File: src/rtl/lc3_mmio_pkg.sv
// LC-3 console register map and status bit positions.
// Shared by the console top and its bench.
package lc3_mmio_pkg;

    localparam logic [15:0] KBSR_ADDR = 16'hFE00;
    localparam logic [15:0] KBDR_ADDR = 16'hFE02;
    localparam logic [15:0] DSR_ADDR  = 16'hFE04;
    localparam logic [15:0] DDR_ADDR  = 16'hFE06;

    localparam int KBSR_FULL_BIT = 15;
    localparam int KBSR_IE_BIT   = 14;
    localparam int DSR_RDY_BIT   = 15;
    localparam int DSR_OVF_BIT   = 0;

endpackage

File: src/rtl/console_fifo.sv
// Display byte FIFO with wrap-bit pointers.
// A push while full is taken only if a pop frees a slot in the same cycle.
module console_fifo #(
    parameter int DEPTH = 8
) (
    input  logic       clk,
    input  logic       reset,
    input  logic       push,
    input  logic       pop,
    input  logic [7:0] din,
    output logic [7:0] dout,
    output logic       full,
    output logic       empty
);

    localparam int AW = $clog2(DEPTH);

    logic [AW:0] wr_ptr;
    logic [AW:0] rd_ptr;
    logic [7:0]  mem [DEPTH];
    logic        do_pop;
    logic        do_push;

    assign empty   = (wr_ptr == rd_ptr);
    assign full    = (wr_ptr[AW] != rd_ptr[AW]) &&
                     (wr_ptr[AW-1:0] == rd_ptr[AW-1:0]);
    assign do_pop  = pop && !empty;
    assign do_push = push && (!full || do_pop);
    assign dout    = mem[rd_ptr[AW-1:0]];

    always_ff @(posedge clk or posedge reset) begin
        if (reset) begin
            wr_ptr <= '0;
            rd_ptr <= '0;
        end else begin
            if (do_push) wr_ptr <= wr_ptr + 1'b1;
            if (do_pop)  rd_ptr <= rd_ptr + 1'b1;
        end
    end

    always_ff @(posedge clk) begin
        if (do_push) mem[wr_ptr[AW-1:0]] <= din;
    end

endmodule

File: src/rtl/lc3_mmio_console.sv
// LC-3 memory-mapped keyboard/display console.
// Define CONSOLE_IRQ_EN to enable the KBSR interrupt-enable bit and irq.
module lc3_mmio_console
    import lc3_mmio_pkg::*;
#(
    parameter int FIFO_DEPTH = 8
) (
    input  logic        clk,
    input  logic        reset,
    input  logic [15:0] address,
    input  logic [15:0] word_in,
    input  logic        WrEn,
    input  logic        RdEn,
    output logic [15:0] word_out,
    output logic        hit,
    input  logic        kbd_valid,
    input  logic [7:0]  kbd_data,
    output logic        kbd_ready,
    output logic        disp_valid,
    output logic [7:0]  disp_data,
    input  logic        disp_ready,
    output logic        irq
);

    logic       kbd_full;
    logic       kbd_full_n;
    logic [7:0] kbd_byte;
    logic       kbd_ie;
    logic       ovf;
    logic       fifo_full;
    logic       fifo_empty;
    logic       kbd_xfer;
    logic       kbdr_rd;
    logic       ddr_wr;
    logic       dsr_wr;
    logic       disp_pop;
    logic       unused_bits;

    assign kbdr_rd   = RdEn && (address == KBDR_ADDR);
    assign ddr_wr    = WrEn && (address == DDR_ADDR);
    assign dsr_wr    = WrEn && (address == DSR_ADDR);
    assign kbd_ready = !kbd_full;
    assign kbd_xfer  = kbd_valid && kbd_ready;
    assign disp_valid = !fifo_empty;
    assign disp_pop   = disp_valid && disp_ready;
    assign unused_bits = ^word_in[15:8];

    always_comb begin
        kbd_full_n = kbd_full;
        if (kbdr_rd)  kbd_full_n = 1'b0;
        if (kbd_xfer) kbd_full_n = 1'b1;
    end

    always_ff @(posedge clk or posedge reset) begin
        if (reset) begin
            kbd_full <= 1'b0;
            kbd_byte <= 8'h00;
            ovf      <= 1'b0;
        end else begin
            kbd_full <= kbd_full_n;
            if (kbd_xfer) kbd_byte <= kbd_data;
            if (dsr_wr && word_in[DSR_OVF_BIT]) ovf <= 1'b0;
            if (ddr_wr && fifo_full && !disp_pop) ovf <= 1'b1;
        end
    end

`ifdef CONSOLE_IRQ_EN
    logic kbd_ie_n;
    logic kbsr_wr;

    assign kbsr_wr = WrEn && (address == KBSR_ADDR);

    always_comb begin
        kbd_ie_n = kbd_ie;
        if (kbsr_wr) kbd_ie_n = word_in[KBSR_IE_BIT];
    end

    // Registered from next-state so irq lines up with kbd_full.
    always_ff @(posedge clk or posedge reset) begin
        if (reset) begin
            kbd_ie <= 1'b0;
            irq    <= 1'b0;
        end else begin
            kbd_ie <= kbd_ie_n;
            irq    <= kbd_full_n && kbd_ie_n;
        end
    end
`else
    assign kbd_ie = 1'b0;
    assign irq    = 1'b0;
`endif

    always_comb begin
        hit      = 1'b1;
        word_out = 16'h0000;
        case (address)
            KBSR_ADDR: begin
                word_out[KBSR_FULL_BIT] = kbd_full;
                word_out[KBSR_IE_BIT]   = kbd_ie;
            end
            KBDR_ADDR: word_out[7:0] = kbd_byte;
            DSR_ADDR: begin
                word_out[DSR_RDY_BIT] = !fifo_full;
                word_out[DSR_OVF_BIT] = ovf;
            end
            DDR_ADDR: word_out = 16'h0000;
            default:  hit = 1'b0;
        endcase
    end

    console_fifo #(
        .DEPTH (FIFO_DEPTH)
    ) u_fifo (
        .clk   (clk),
        .reset (reset),
        .push  (ddr_wr),
        .pop   (disp_pop),
        .din   (word_in[7:0]),
        .dout  (disp_data),
        .full  (fifo_full),
        .empty (fifo_empty)
    );

endmodule
File: config.mk
export PLATFORM = sky130hd
export DESIGN_NAME = lc3_mmio_console
export DESIGN_NICKNAME = d
export VERILOG_FILES = /design/src/rtl/lc3_mmio_pkg.sv /design/src/rtl/console_fifo.sv /design/src/rtl/lc3_mmio_console.sv
export SDC_FILE = /design/constraint.sdc
export NUM_CORES = 1
export LEC_CHECK = 0
export ABC_AREA = 1
export BUFFER_PORTS_ARGS = -buffer_cell sky130_fd_sc_hd__buf_2
export CAP_MARGIN = 5
export CORE_MARGIN = 10
export CORE_UTILIZATION = 59
export DETAILED_ROUTE_END_ITERATION = 10
export GPL_TIMING_DRIVEN = 1
export PLACE_DENSITY_LB_ADDON = 0.12
export SLEW_MARGIN = 5
export SYNTH_ARGS = -nofsm -noshare
export SYNTH_HDL_FRONTEND = slang
export SYNTH_HIERARCHICAL = 1
export SYNTH_SLANG_ARGS = --single-unit
File: constraint.sdc
create_clock -name clk -period 4.9 [get_ports clk]
set_input_delay 0.735 -clock clk [delete_from_list [all_inputs] [get_ports clk]]
set_output_delay 0.735 -clock clk [all_outputs]
set_load 0.03 [all_outputs]
==> flow_summary_export.csv, run 1 <==
group,metric,value,unit
run_status,status,"completed",
logic_synthesis,synth-simple-area-share,18.9,%
grt,grt_max_degree,34,
detailed_routing,dr.pass1.iters,5,
floorplanning,die_y,99.4,um
timing,fin_crit,3310,ps
detailed_routing,viasPerCell,5.32,
timing,fin_setup_tns,0,ps
timing,timing.hold.ws,321,ps
grt,grt_remaining_overflow,0,
grt,antenna_found_initial,0,
cts,hold_buffers,0,
placed_design,dp_hpwl,5.61,mm
logic_synthesis,synth_cell_types,29,
logic_synthesis,syn_inst,364,
pwr,p_leak,1.83,nW
floorplanning,die_area,0.00989,mm2
cts,postCtsSetupBuffers,0,
grt,grt_pass1_vias,2720,
cts,cts_root_buffer,"clkbuf_8",
floorplanning,rows,28,
finish,fillers,462,
logic_synthesis,yosysWarnings,6,
hold_path,hold_path.class,"in -> async",
logic_synthesis,syn_area,0.00372,mm2
cts,clk_path_buf_depth,2,
floorplanning,num_io_pins,74,
placed_design,portBuffers,57,
timing,worst_pin_slew,838,ps
logic_synthesis,syn_area_per_cell,10.2,um2
grt,grtUsageTotal,16.4,%
run,drv_cap,0,
logic_synthesis,synth-compound-area-share,8.70,%
logic_synthesis,yosysSeqAreaShare,63.7,%
finish,final_layout_size_suffix_gt1_share,20.9,%
cts,cts_sinks,82,
detailed_routing,wire_per_inst,16.4,um
cts,ctsResizeCount,0,
logic_synthesis,synth_top_family_by_area,"simple AND/OR/NAND/NOR gates",
cts,clkTransAtPathRegs,90,ps
critical_path,start_kind,"flop",
floorplanning,core_area,0.00603,mm2
timing,slew_violations,0,
timing,rsz0062_at_grt,"false",
timing,relSlewSlack,43.9,%
finish,fin_nets,468,
detailed_routing,drc,0,
critical_path,ff2ff_path_depth,12,
finish,final_cells,500,
detailed_routing,drt_iter0_drc,186,
finish,area_growth,13.2,%
cts,cts_tree,"yes",
logic_synthesis,synth_seq_cells,82,
detailed_routing,ant_nets,0,
cts,cts_buffers,9,
critical_path,rr_endpoint,"u_fifo/mem[4][0]",
placed_design,place_congestion,0.796,
logic_synthesis,synthMuxAreaShare,0,%
timing,period_share,67.6,%
critical_path,regToRegSetupSlack,1590,ps
logic_synthesis,synth_xor_area_share,1.41,%
timing,setup_viol,0,
finish,mostFrequentLayoutCells,"66 x nor2_1, 66 x nand2_1, 64 x edfxtp_1",
floorplanning,start_util,61.8,%
logic_synthesis,synthAdderAreaFrac,0.672,%
grt,grt_pass1_wl,12.8,mm
timing,skew,9.27,ps
critical_path,crit_type,"reg -> reg",
timing,hold_viol_final,0,
placed_design,placed_cells,484,
critical_path,end_kind,"flop",
pwr,powerDensity,319,mW/mm2
floorplanning,die_w,99.4,um
critical_path,arrival,3300,ps
finish,postLayoutCoreUtil,70.0,%
timing,max_freq,0.302,GHz
critical_path,cp.required,4890,ps
critical_path,regToRegStartpoint,"u_fifo/rd_ptr[1]",
cts,cts_max_level,3,
cts,clk_latency,360,ps
finish,antenna_cells,0,
detailed_routing,wirelength,8.21,mm
detailed_routing,via_count,2659,
pwr,vdd_drop_max,0.241,mV
critical_path,worstPathMaxFanout,21,
[critical path, stage by stage, from the launching register on]
cell and delay, ps:
dfrtp_1 370, buf_4 200, inv_1 430, nand2_1 100
nand2_1 130, nor2_4 60, nand3_2 100, inv_1 70
nor2_1 370, inv_1 140, nand4_4 150, nand3_1 150
nor2_1 660
[kinds of logic after synthesis]
logic type / count (synthesis)
AOI/OAI and AO/OA: 60
xor gates and xnor gates: 6
adders and majority gates: 2
buffers and inverters: 51
DFF: 82
other: 1
and+or+nand+nor: 162
[cell usage after synthesis, drive strengths merged]
library cell  count  share of area (%)
xnor2             4               0.94
nand2            70                7.6
edfxtp           64                 52
nor2             71                7.8
o22ai            16                2.7
nand4             3               0.91
buf              17                3.1
ha                2               0.67
clkbuf            5               0.50
xor2              2               0.47
conb              1               0.10
o21ai            36                4.9
a21oi             8                1.1
dfrtp            18                 12
and3              1               0.17
inv              29                2.9
nand3            17                2.4
[state kept, by name, indices dropped and copies added, names as in the netlist]
register	cells
u_fifo/rd_ptr	4
u_fifo/mem	64
ovf	1
u_fifo/wr_ptr	4
kbd_full	1
kbd_byte	8
[power breakdown]
part / leakage [nW] / internal (mW) / total, mW / switching, mW
clock: 0.0962 / 0.239 / 0.495 / 0.256
sequential: 0.797 / 0.771 / 0.777 / 0.00618
combinational: 0.935 / 0.0234 / 0.0712 / 0.0478
total: 1.83 / 1.03 / 1.34 / 0.310
[how the worst max path moves through the flow]
stage | startpoint | end
after floorplan | address[7] | word_out[1]
after global placement | u_fifo/rd_ptr[0] | u_fifo/mem[4][0]
after detailed placement | u_fifo/rd_ptr[0] | u_fifo/mem[4][6]
after CTS | u_fifo/rd_ptr[1] | u_fifo/mem[4][0]
after global routing | u_fifo/rd_ptr[1] | u_fifo/mem[4][0]
final | u_fifo/rd_ptr[1] | u_fifo/mem[4][0]
[final cells by class]
class	count	area (um2)	area share, %
multi-input cells	238	1130	26.9
well taps	75	93.8	2.23
inverters	29	109	2.58
clock inverters	7	76.3	1.81
flip-flops and latches	82	2370	56.3
clock buffers	9	124	2.94
repair buffers	60	308	7.30
[routing by layer]
metal / global-route usage, % / share of wire [%]
met4: 6.95 / 1.2
met3: 5.74 / 7.9
met5: 0 / 0
met2: 25.8 / 48
met1: 20.0 / 43
[metrics by stage]
stage               total power [mW]  area (um2)  setup WS (ps)
detailed placement             0.865        4020           1690
CTS                             1.35        4220           1670
finish                          1.34        4220           1590
global placement               0.860        4020           1780
global route                    1.39        4220           1410
floorplan                      0.839        3750           2550
Note: power is estimated with default switching activity, not from simulation.
==> run 2: changes to the inputs <==
Settings changed: ABC_AREA 1 to 0, CORE_UTILIZATION 59 to 49.
Clock period 4.9 ns to 3 ns, I/O delays scaled along.
==> run 2 against run 1 <==
Against the previous run:
- die area grew 17%
- synthesized cell count decreased by 42%
- clock skew increased by 0.71 ps
- routed wire length decreased by 13%
- first-iteration DRC count decreased by 69%
- setup slack worse by 1200 ps
- hold slack got worse by 270 ps
- power increased by 62%
- critical path type is now reg -> out
- largest power group unchanged
==> flow_summary_export.csv, run 2 <==
group,metric,value,unit
timing,relSlewSlack,54.8,%
floorplanning,num_io_pins,74,
finish,final_cells,390,
floorplanning,die_area,0.0116,mm2
logic_synthesis,netlist_top_cells_count,"64 x edfxtp_1, 18 x dfrtp_1, 10 x buf_4, 10 x nor2_1, 9 x mux2_4",
timing,fin_ws,348,ps
critical_path,cp.required,2550,ps
cts,cts_sinks,82,
timing,setup_viol,0,
cts,cts_max_level,3,
critical_path,end_kind,"output port",
logic_synthesis,synth_edf_count,64,
floorplanning,core_area,0.00737,mm2
grt,antenna_found_initial,0,
pwr,vdd_drop_max,0.247,mV
critical_path,critPathMaxStageDelay,450,ps
critical_path,endpoint,"word_out[15]",
placed_design,place_congestion,0.718,
detailed_routing,via_count,2043,
detailed_routing,dr.pass1.iters,4,
detailed_routing,viasPerCell,5.24,
placed_design,portBuffers,57,
logic_synthesis,syn_inst,211,
critical_path,path_delay_family,"buffers and inverters",
pwr,p_leak,1.70,nW
cts,clkTransAtPathRegs,80,ps
grt,grt_remaining_overflow,0,
logic_synthesis,syn_area_per_cell,17.8,um2
timing,fin_crit,2650,ps
critical_path,cp_cell_sequence,"buf_4, xnor2_1, nand3_2, buf_4, nor2_1, a2111oi_2, buf_2",
placed_design,postPlaceCellArea,0.00419,mm2
finish,final_layout_size_suffix_gt1_share,43.6,%
critical_path,crit_path_frequent_cell,"buf_4",
finish,area_growth,17.2,%
timing,max_freq,0.377,GHz
timing,rsz0062_at_grt,"false",
critical_path,cpMaxStageDelayCell,"dfrtp_1",
detailed_routing,drc,0,
cts,cts_tree,"yes",
logic_synthesis,syn_area,0.00376,mm2
critical_path,ff2ff_path_depth,8,
timing,slew_violations,0,
cts,cts_root_buffer,"clkbuf_8",
placed_design,dp_slack,609,ps
logic_synthesis,synthAdderAreaFrac,0.666,%
placed_design,dp_hpwl,5.12,mm
logic_synthesis,yosysSeqAreaShare,63.2,%
logic_synthesis,synthMuxAreaShare,16.7,%
hold_path,hold_path.class,"in -> async",
logic_synthesis,synthTopCellsByArea,"edfxtp_1 51%, dfrtp_1 12%, mux4_1 5.6%, mux4_2 4.8%, mux2_4 3.6%",
logic_synthesis,synth_top_area_cell,"edfxtp_1",
cts,postCtsSetupBuffers,0,
logic_synthesis,synth_cell_types,49,
logic_synthesis,synth_most_common_cell,"edfxtp_1",
run,drv_cap,0,
logic_synthesis,synth_top_family_by_area,"multiplexers",
finish,mostFrequentLayoutCells,"64 x edfxtp_1, 57 x buf_2, 18 x dfrtp_1, 18 x buf_4, 10 x nor2_1",
grt,grt_pass1_vias,2275,
cts,hold_buffers,0,
timing,skew,9.98,ps
cts,ctsResizeCount,0,
cts,clk_path_buf_depth,2,
detailed_routing,wirelength,7.11,mm
cts,clk_latency,340,ps
timing,worst_pin_slew,677,ps
detailed_routing,ant_nets,0,
floorplanning,die_w,108,um
logic_synthesis,synth_xor_area_share,2.50,%
critical_path,arrival,2200,ps
logic_synthesis,yosysWarnings,6,
logic_synthesis,synth-simple-area-share,8.79,%
floorplanning,start_util,51.0,%
logic_synthesis,synth_flop_cell,"edfxtp_1",
critical_path,crit_type,"reg -> out",
grt,grtUsageTotal,12.9,%
critical_path,start_kind,"flop",
run_status,status,"completed",
critical_path,cp_num_cells,7,
logic_synthesis,synth_async_sr_flop_share,22.0,%
critical_path,worstPathMaxFanout,11,
critical_path,regToRegStartpoint,"u_fifo/rd_ptr[0]",
finish,design_area,0.00440,mm2
critical_path,crit_buf_inv,3,
critical_path,rr_endpoint,"u_fifo/mem[1][6]",
detailed_routing,wire_per_inst,18.2,um
finish,fin_nets,334,
timing,fin_setup_tns,0,ps
floorplanning,die_y,108,um
placed_design,placed_cells,374,
grt,grt_pass1_wl,11.6,mm
grt,grt_max_degree,20,
critical_path,regToRegSetupSlack,660,ps
pwr,p_total,2.18,mW
detailed_routing,drt_iter0_drc,57,
finish,largest_register_ffs,64,
logic_synthesis,netlist.area_leader.share,51.2,%
finish,antenna_cells,0,
floorplanning,rows,31,
cts,cts_buffers,9,
pwr,powerDensity,494,mW/mm2
finish,final_common_cell,"edfxtp_1",
critical_path,worstSetupStartpoint,"u_fifo/rd_ptr[0]",
timing,period_share,88.4,%
timing,hold_viol_final,0,
logic_synthesis,synth-compound-area-share,3.73,%
logic_synthesis,synth_seq_cells,82,
==> run 2: cell types whose count changed after synthesis, sizes merged, moves of 4 or more <==
cell / change
and2: +7
o22ai: -16
a21oi: -7
clkbuf: -4
o21ai: -34
mux4: +16
inv: -23
nor3: +4
mux2: +18
nand3: -14
xnor2: +4
nor2: -61
nand2: -65
==> run 2: metrics by stage <==
stage / hold slack, ps / util [%]
2_1_floorplan: 266 / -
4_1_cts: 49.2 / 59.7
5_1_grt: 56.4 / 59.7
6_report: 51.2 / 59.7
3_5_place_dp: 423 / 56.8
3_3_place_gp: 424 / 56.8
==> run 2: worst min-delay path by stage <==
stage,from,to,slack (ps),depth (start not counted)
finish,reset,u_fifo/wr_ptr[0],50,2
global route,reset,u_fifo/wr_ptr[0],60,2
CTS,reset,u_fifo/wr_ptr[0],50,2
detailed placement,reset,u_fifo/wr_ptr[0],420,2
global placement,reset,u_fifo/wr_ptr[0],420,2
floorplan,reset,u_fifo/rd_ptr[0],270,1
==> run 2: logic make-up after synthesis <==
kind of cell    Yosys count
compound gates           12
xor+xnor                  9
fa+ha+maj                 2
buf+inv                  24
flops                    82
mux                      34
other cells               1
simple gates             47
==> run 2: layout make-up <==
class                           instances  area (um2)
Clock buffer                           10         128
Clock inverter                          6        90.1
Fill cell                             588        2970
Inverter                                6        22.5
Multi-Input combinational cell        112        1250
Sequential cell                        82        2370
Tap cell                               99         124
Timing Repair Buffer                   75         420
==> run 2: layer usage <==
layer  GRT usage, %  wire (um)
met4           4.29         57
met3           4.37        511
met1           16.0       3130
met2           20.6       3410
met5              0          0
==> run 2: worst register-to-register path, delay by kind of cell, from the launching register on <==
family,cells,cell delay (ps)
and+or+nand+nor,5,1000
DFF,1,450
xor gates and xnor gates,1,150
buffers and inverters,2,460
==> run 2: where the power goes <==
group          internal, mW  total, mW  leakage (nW)  switching [mW]
sequential             1.24       1.24         0.809         0.00495
combinational        0.0299     0.0727         0.789          0.0428
clock                 0.472      0.861         0.102           0.389
